[src/rtl/page_xfer_ctrl.sv]
// rtl/page_xfer_ctrl.sv - NAND page column transfer sequencer (optional stall timeout: PAGE_XFER_TIMEOUT_EN)
module page_xfer_ctrl #(
  parameter int ADDR_BITS      = 12,
  parameter int MAX_LEN        = 2112,
  parameter int TIMEOUT_CYCLES = 256
) (
  input  logic                 clk2,
  input  logic                 NReset,
  input  logic                 cmd_valid,
  output logic                 cmd_ready,
  input  logic [ADDR_BITS-1:0] cmd_len,
  input  logic                 abort,
  input  logic                 byte_valid,
  output logic                 byte_ready,
  output logic                 ACC_Enable,
  output logic                 ACC_Clear,
  output logic [ADDR_BITS-1:0] End_address,
  input  logic                 ADDReached,
  output logic                 busy,
  output logic                 xfer_done,
  output logic                 len_error,
  output logic                 aborted
);

  typedef enum logic [2:0] {
    S_IDLE  = 3'd0,
    S_SETUP = 3'd1,
    S_XFER  = 3'd2,
    S_DONE  = 3'd3,
    S_ABORT = 3'd4
  } state_e;

  localparam logic [ADDR_BITS-1:0] MAX_LEN_W = ADDR_BITS'(MAX_LEN);

  state_e                 state_q, state_d;
  logic [ADDR_BITS-1:0]   end_addr_q, end_addr_d;
  logic                   cmd_ready_q, cmd_ready_d;
  logic                   busy_q, busy_d;
  logic                   acc_clear_q, acc_clear_d;
  logic                   xfer_done_q, xfer_done_d;
  logic                   len_error_q, len_error_d;
  logic                   aborted_q, aborted_d;
  logic                   cmd_len_ok;
  logic                   acc_enable;
  logic                   stall_hit;

  // A byte is never taken once the end address is reached or while an abort is pending.
  assign byte_ready = (state_q == S_XFER) & ~ADDReached & ~abort;
  assign acc_enable = byte_valid & byte_ready;
  assign cmd_len_ok = (cmd_len != '0) && (cmd_len <= MAX_LEN_W);

`ifdef PAGE_XFER_TIMEOUT_EN
  localparam int STALL_W = $clog2(TIMEOUT_CYCLES) + 1;

  logic [STALL_W-1:0] stall_q, stall_d;

  // Count consecutive XFER cycles without an accepted byte; zero outside XFER so entry starts fresh.
  always_comb begin
    stall_d   = '0;
    stall_hit = 1'b0;
    if (state_q == S_XFER && !acc_enable) begin
      stall_d   = stall_q + 1'b1;
      stall_hit = (stall_d == STALL_W'(TIMEOUT_CYCLES));
    end
  end

  // Stall counter register.
  always_ff @(posedge clk2 or negedge NReset) begin
    if (!NReset) begin
      stall_q <= '0;
    end else begin
      stall_q <= stall_d;
    end
  end
`else
  logic unused_timeout_cfg;

  // Without the stall counter XFER waits indefinitely and TIMEOUT_CYCLES has no effect.
  assign stall_hit          = 1'b0;
  assign unused_timeout_cfg = ^TIMEOUT_CYCLES;
`endif

  // Next state plus output decode of the next state, so all status outputs come straight from flops.
  always_comb begin
    state_d     = state_q;
    end_addr_d  = end_addr_q;
    len_error_d = 1'b0;
    unique case (state_q)
      S_IDLE: begin
        if (cmd_valid) begin
          if (cmd_len_ok) begin
            state_d    = S_SETUP;
            end_addr_d = cmd_len;
          end else begin
            len_error_d = 1'b1;
          end
        end
      end
      S_SETUP: state_d = abort ? S_ABORT : S_XFER;
      S_XFER: begin
        if (abort) begin
          state_d = S_ABORT;
        end else if (ADDReached) begin
          state_d = S_DONE;
        end else if (stall_hit) begin
          state_d = S_ABORT;
        end
      end
      S_DONE:  state_d = S_IDLE;
      S_ABORT: state_d = S_IDLE;
      default: state_d = S_IDLE;
    endcase
    cmd_ready_d = (state_d == S_IDLE);
    busy_d      = (state_d != S_IDLE);
    acc_clear_d = (state_d == S_SETUP) || (state_d == S_ABORT);
    xfer_done_d = (state_d == S_DONE);
    aborted_d   = (state_d == S_ABORT);
  end

  // Controller state and registered outputs.
  always_ff @(posedge clk2 or negedge NReset) begin
    if (!NReset) begin
      state_q     <= S_IDLE;
      end_addr_q  <= '0;
      cmd_ready_q <= 1'b1;
      busy_q      <= 1'b0;
      acc_clear_q <= 1'b0;
      xfer_done_q <= 1'b0;
      len_error_q <= 1'b0;
      aborted_q   <= 1'b0;
    end else begin
      state_q     <= state_d;
      end_addr_q  <= end_addr_d;
      cmd_ready_q <= cmd_ready_d;
      busy_q      <= busy_d;
      acc_clear_q <= acc_clear_d;
      xfer_done_q <= xfer_done_d;
      len_error_q <= len_error_d;
      aborted_q   <= aborted_d;
    end
  end

  assign cmd_ready   = cmd_ready_q;
  assign busy        = busy_q;
  assign ACC_Clear   = acc_clear_q;
  assign ACC_Enable  = acc_enable;
  assign End_address = end_addr_q;
  assign xfer_done   = xfer_done_q;
  assign len_error   = len_error_q;
  assign aborted     = aborted_q;

endmodule

[config.mk]
export PLATFORM = sky130hd
export DESIGN_NAME = page_xfer_ctrl
export DESIGN_NICKNAME = d
export VERILOG_FILES = /design/src/rtl/page_xfer_ctrl.sv
export SDC_FILE = /design/constraint.sdc
export NUM_CORES = 1
export LEC_CHECK = 0
export ABC_AREA = 1
export CORE_MARGIN = 1
export CORE_UTILIZATION = 38
export DETAILED_ROUTE_END_ITERATION = 10
export GPL_TIMING_DRIVEN = 1
export PLACE_DENSITY_LB_ADDON = 0.1
export SETUP_SLACK_MARGIN = 0.5
export SYNTH_ARGS = -nofsm -noshare
export SYNTH_HDL_FRONTEND = slang
export SYNTH_SLANG_ARGS = --single-unit
[constraint.sdc]
create_clock -name clk2 -period 1.3 [get_ports clk2]
set_clock_uncertainty 0.1 [all_clocks]
set_input_delay 0.39 -clock clk2 [delete_from_list [all_inputs] [get_ports clk2]]
set_output_delay 0.39 -clock clk2 [all_outputs]
set_load 0.02 [all_outputs]
==> results of run 1 <==
[critical path, stage by stage (launching register included)]
cell and delay [ps]:
dfrtp_1 410, inv_2 70, nand2_2 60, nor2_4 100, inv_2 70, nor3_4 120
and2_4 160, buf_6 100
[repair_timing]
item	in CTS	in global routing
hold endpoints to repair	0	0
pin swaps	18	23
gates cloned	3	1
endpoints found under the setup margin	41	41
buffers inserted	6	4
resized for setup	161	32
[logic make-up after synthesis]
family	after synthesis	share of synthesized area
compound gates	3	0.0154
buf+inv	16	0.0872
flops	21	0.540
simple gates	67	0.358
[through the flow]
step / util / instance area [sq um] / cells / setup TNS, ps / hold WS [ps]
6_report: 0.807 / 1870 / 204 / -3980 / 258
5_1_grt: 0.807 / 1870 / 204 / -5840 / 270
4_1_cts: 0.752 / 1740 / 199 / -5390 / 325
3_5_place_dp: 0.670 / 1550 / 186 / -14710 / 369
3_3_place_gp: 0.670 / 1550 / 186 / -13900 / 363
2_1_floorplan: - / 1040 / 107 / -784 / -5.59
[area by class of cell]
type,count,area [sq um],share of cell area
repair buffers,68,661,0.353
multi-input cells,71,557,0.298
flip-flops and latches,21,542,0.290
inverters,12,50.0,0.0268
well taps,28,35.0,0.0187
clock buffers,4,26.3,0.0140
[registers in the layout (all words and copies together), names as in the netlist]
name	cells
xfer_done	1
cmd_ready	1
state_q	3
End_address	12
ACC_Clear	1
busy	1
len_error	1
aborted	1
[layout by cell type (no fill, tap or decap), drive strengths merged]
cell type / count
nor2: 10
a21oi: 3
nand4: 12
nor3: 2
clkdlybuf4s50: 3
dfstp: 1
dfrtp: 20
clkdlybuf4s15: 3
dlygate4sd2: 7
nand3: 6
buf: 50
nand2: 36
and2: 2
clkbuf: 9
inv: 12
[per-layer routing]
layer | track usage | up-vias
met2 | 0.443 | 41
met3 | 0.0348 | 11
met5 | 0 | -
met4 | 0.101 | 0
met1 | 0.238 | 489
li1 | - | 492
[path summary, 6_finish.rpt]
check | start | to | slack (ps) | cells past startpoint
min in group asynchronous | NReset | End_address[2] | 320 | 2
max in group asynchronous | NReset | cmd_ready | 570 | 2
hold reg to reg | End_address[2] | End_address[2] | 410 | 2
setup reg to reg | state_q[1] | End_address[7] | -190 | 8
hold / removal | cmd_len[1] | End_address[1] | 260 | 3
setup / recovery | state_q[0] | ACC_Enable | -580 | 7
[power by group through the flow]
stage          Clock, uW  Combinational (uW)  Sequential [uW]
2_1_floorplan          0                 290             1210
3_3_place_gp           0                1150              964
3_5_place_dp           0                1170              973
4_1_cts              315                1360              996
5_1_grt              353                1590             1020
6_report             313                1490             1000
==> impl_metrics.toml, run 1 <==
[die]
dieHeight_um = 52.7
die-area_sq_um = 2770
ioPinCount = 38
row_count = 17
core-area_sq_um = 2320
start_util = 0.421
die_w_um = 52.7

[yosys]
synth.lib_cells_used.distinct = 19
synth_top_area_cell = "dfrtp_1"
synthCells = 107
postSynthAreaPerCell_sq_um = 9.12
synth_area_leaders = "dfrtp_1 51%, nand2_1 10%, nand4_1 7.7%"
netlist_area_sq_um = 976
synth_edf_count = 0
synth_flop_cell = "dfrtp_1"
syn-num-nets = 125
synth-seq-area-share = 0.540
ys_ff_latch = 21
synthDominantCellAreaShare = 0.513
yosysWarnings = 0
yosysMostFrequentCell = "nand2_1"
async_reset_ff_frac = 1.00
yosys-top-cells-count = "26 x nand2_1, 20 x dfrtp_1, 12 x inv_1, 12 x nand4_1, 9 x nand2_2"

[drt]
final_antenna_net_count = 0
m1WireLength_um = 1100
dr.max_layer_used = "met4"
wl_met2_um = 1690
routed_wirelength_um = 3040
viasPerCell = 5.06
drt_iter0_drc = 8
wl_met3_um = 130
vias = 1033
drcViolationCount = 0
drtPass1Iterations = 4
wl_per_cell_um = 14.9

[clock_network]
clock_path_buffers = 2
hold_buffers = 0
h-tree-depth = 1
root_buffer = "clkbuf_4"
clock_latency_ps = 300
cts.clk_slew.worst_paths_ps = 110
cts.sinks = 21
cts_made_buffers = 3
cts_tree = "yes"

[run]
cap_violations = 0

[timing]
drv_slew = 0
relSlewSlack = 0.887
rsz0062_at_grt = "true"
fmax_mhz = 532
worst_slew_pin_slew_ps = 169
setup_ws_ps = -580
fin_crit_sh = 1.45
setup_violations = 37
hold_viol = 0
fin_crit_ps = 1880

[min_path]
hold_path.class = "in2reg"

[status]
status = "complete, but fails checks"
violations = "setup timing"

[critical_path]
endpoint_kind = "primary output"
path_class = "reg2out"
cp_max_fo = 2
crit_path_start_kind = "flip-flop"
cp.arrival_ps = 1390
critPathRequiredTime_ps = 810

[global_route]
first_global_vias = 1036
grt_usage = 0.229
grt_pass1_wl_um = 4470
grt.overflow.total = 0
grt_max_degree = 22
antenna_found_initial = 0

[power_and_ir_drop]
p_total_uw = 2800
pwr-share-seq = 0.357
p_leak_uw = 0.000932
power.share.clock = 0.112
power.switching_uw = 1020
p_comb_frac = 0.531
intPower_uw = 1780
vdd_ir_drop_max_v = 0.00108
p_per_area_nw_per_um2 = 1500
switching_share = 0.364

[final_layout]
fillers = 146
antenna_cells = 0
drive_gt1_frac = 0.693
synthToLayoutAreaGrowth_pct = 91.7
nets = 195

[placement]
dp_slack_ps = -995
port-buffer-count = 37
gp_congestion = 0.787
dp_hpwl_um = 1750
Power figures use the tool's default switching activity.
==> run 2: changes to the inputs <==
HOLD_SLACK_MARGIN = 0.06   (was unset)
==> results of run 2 <==
Same layout as run 1: the final DEF is identical, and so are final timing and power.
==> run 3: changes to the inputs <==
CORE_UTILIZATION = 50   (was 38)
DONT_BUFFER_PORTS = 1   (was unset)
PLACE_DENSITY = 0.78   (was unset)
PLACE_DENSITY_LB_ADDON = unset   (was 0.1)
==> run 3 against run 2 <==
Against the previous run:
- the flow finishes with violations (hold timing, setup timing)
- first-iteration DRC count is 75% higher
- worst hold slack worse by 600 ps
- clock power is essentially flat
- highest routed layer unchanged
- critical endpoint unchanged
- cell area is 33% lower
- via count is 23% lower
- global-route usage shrank 0.36 points
==> impl_metrics.toml, run 3 (synthesis gave the netlist of run 1 again) <==
[power_and_ir_drop]
switching_share = 0.398
p_per_area_nw_per_um2 = 1630
vdd_ir_drop_max_v = 0.000790
pwr-share-seq = 0.608
p_leak_uw = 0.000596
p_comb_frac = 0.238
intPower_uw = 1230
power.switching_uw = 815
power.share.clock = 0.154

[final_layout]
fillers = 131
nets = 142
mostFrequentLayoutCell = "nand2_2"
largest_reg_flops = 12
drive_gt1_frac = 0.626
synthToLayoutAreaGrowth_pct = 28.8
fin_cells = 148
antenna_cells = 0
mostFrequentLayoutCells = "18 x nand2_2, 16 x dfrtp_2, 16 x nand2_1"
final_util = 0.705

[global_route]
grt_usage = 0.226
first_global_vias = 777
antenna_found_initial = 0
grt.overflow.total = 0
grt_max_degree = 22
grt_pass1_wl_um = 3250

[critical_path]
crit_path_frequent_cell = "inv_2"
endpoint_kind = "primary output"
crit_path_start_kind = "flip-flop"
slowest_stage = "dfrtp_1"
path_class = "reg2out"
cp.arrival_ps = 1300
critPathRequiredTime_ps = 810
cp_max_fo = 2
path_cells = "inv_2 -> nand2_2 -> nor2_4 -> inv_2 -> nor3_4 -> and2_4"
slowest_delay_ps = 400

[clock_network]
root_buffer = "clkbuf_4"
clock_path_buffers = 2
cts_tree = "yes"
cts_made_buffers = 3
cts.clk_slew.worst_paths_ps = 120
cts.sinks = 21
clock_latency_ps = 310
h-tree-depth = 1

[die]
die-area_sq_um = 2130
die_w_um = 46.2
start_util = 0.547
row_count = 15
core-area_sq_um = 1780
ioPinCount = 38
dieHeight_um = 46.2

[timing]
holdWs_ps = -346
fin_crit_ps = 1790
rsz0062_at_grt = "true"
drv_slew = 0
setup_ws_ps = -492
setup_violations = 20
worst_slew_pin_slew_ps = 175
fmax_mhz = 558
hold_viol = 21
relSlewSlack = 0.882
fin_crit_sh = 1.38

[drt]
vias = 799
wl_per_cell_um = 14.7
drcViolationCount = 0
routed_wirelength_um = 2170
final_antenna_net_count = 0
drt_iter0_drc = 14
viasPerCell = 5.40
drtPass1Iterations = 4

[placement]
dp_hpwl_um = 1460
port-buffer-count = 0
place_inst = 137
gp_congestion = 0.660

[status]
status = "complete, but fails checks"
violations = "hold timing, setup timing"

[run]
cap_violations = 0

[min_path]
hold_path.class = "in2async"
## run 3: cell count changes in the layout (fill, tap and decap cells not counted), moves of 4 or more
cell           previous run  this run
buf_4                    20        11
buf_6                    27         4
clkbuf_2                  4         0
dfrtp_1                   8         4
dfrtp_2                  12        16
dlygate4sd2_1             7         0
inv_1                     5         9
inv_2                     6         2
nor2_4                    7         3
## run 3: critical path: cells and delay by family, from the launching register on
kind	cells	cell delay [ps]
simple gates	4	480
flops	1	400
buf+inv	2	110
## run 3: final timing paths
check | start | to | slack (ps) | depth (start not counted)
min in group clk2 | abort | state_q[1] | 30 | 1
min reg2reg | End_address[8] | End_address[8] | 480 | 2
max | state_q[0] | ACC_Enable | -490 | 6
max in group asynchronous | NReset | cmd_ready | 1260 | 0
max reg2reg | state_q[1] | len_error | -140 | 7
min | NReset | aborted | -350 | 0
## run 3: power by group through the flow
stage               combinational [uW]  clock (uW)  sequential (uW)
floorplan                          290           0             1210
global placement                   336           0             1240
detailed placement                 354           0             1250
CTS                                457         310             1240
global route                       540         341             1270
finish                             488         316             1250
## run 3: per-stage QoR
| stage | cell area [sq um] | hold slack (ps) | setup WS (ps) | setup TNS, ps | total power, uW |
|---|---|---|---|---|---|
| global placement | 1100 | -5.25 | -117 | -1090 | 1580 |
| floorplan | 1040 | -5.59 | -295 | -784 | 1500 |
| detailed placement | 1100 | -5.23 | -174 | -1490 | 1600 |
| finish | 1260 | -346 | -492 | -2700 | 2050 |
| CTS | 1220 | -336 | -507 | -2920 | 2000 |
| global route | 1260 | -354 | -572 | -4720 | 2150 |
## run 3: what timing repair did
action / 4_1_cts / 5_1_grt
endpoints found under the setup margin: 41 / 41
hold endpoints to repair: 22 / 22
gates cloned: 2 / 0
setup buffers: 5 / 0
gates resized for setup: 14 / 12
pin swaps: 6 / 3
## run 3: per-layer routing
metal	up-vias	track usage	routed length [um]
li1	381	-	-
met1	380	0.283	850
met2	34	0.369	1180
met3	4	0.0353	103
met4	0	0.124	39
met5	-	0	0
## run 3: layout make-up
type / count / area (sq um) / share of cell area
multi-input combinational: 71 / 478 / 0.380
inverter: 12 / 47.5 / 0.0378
sequential: 21 / 547 / 0.435
timing repair buffer: 15 / 128 / 0.101
clock buffer: 4 / 26.3 / 0.0209
tap: 25 / 31.3 / 0.0249
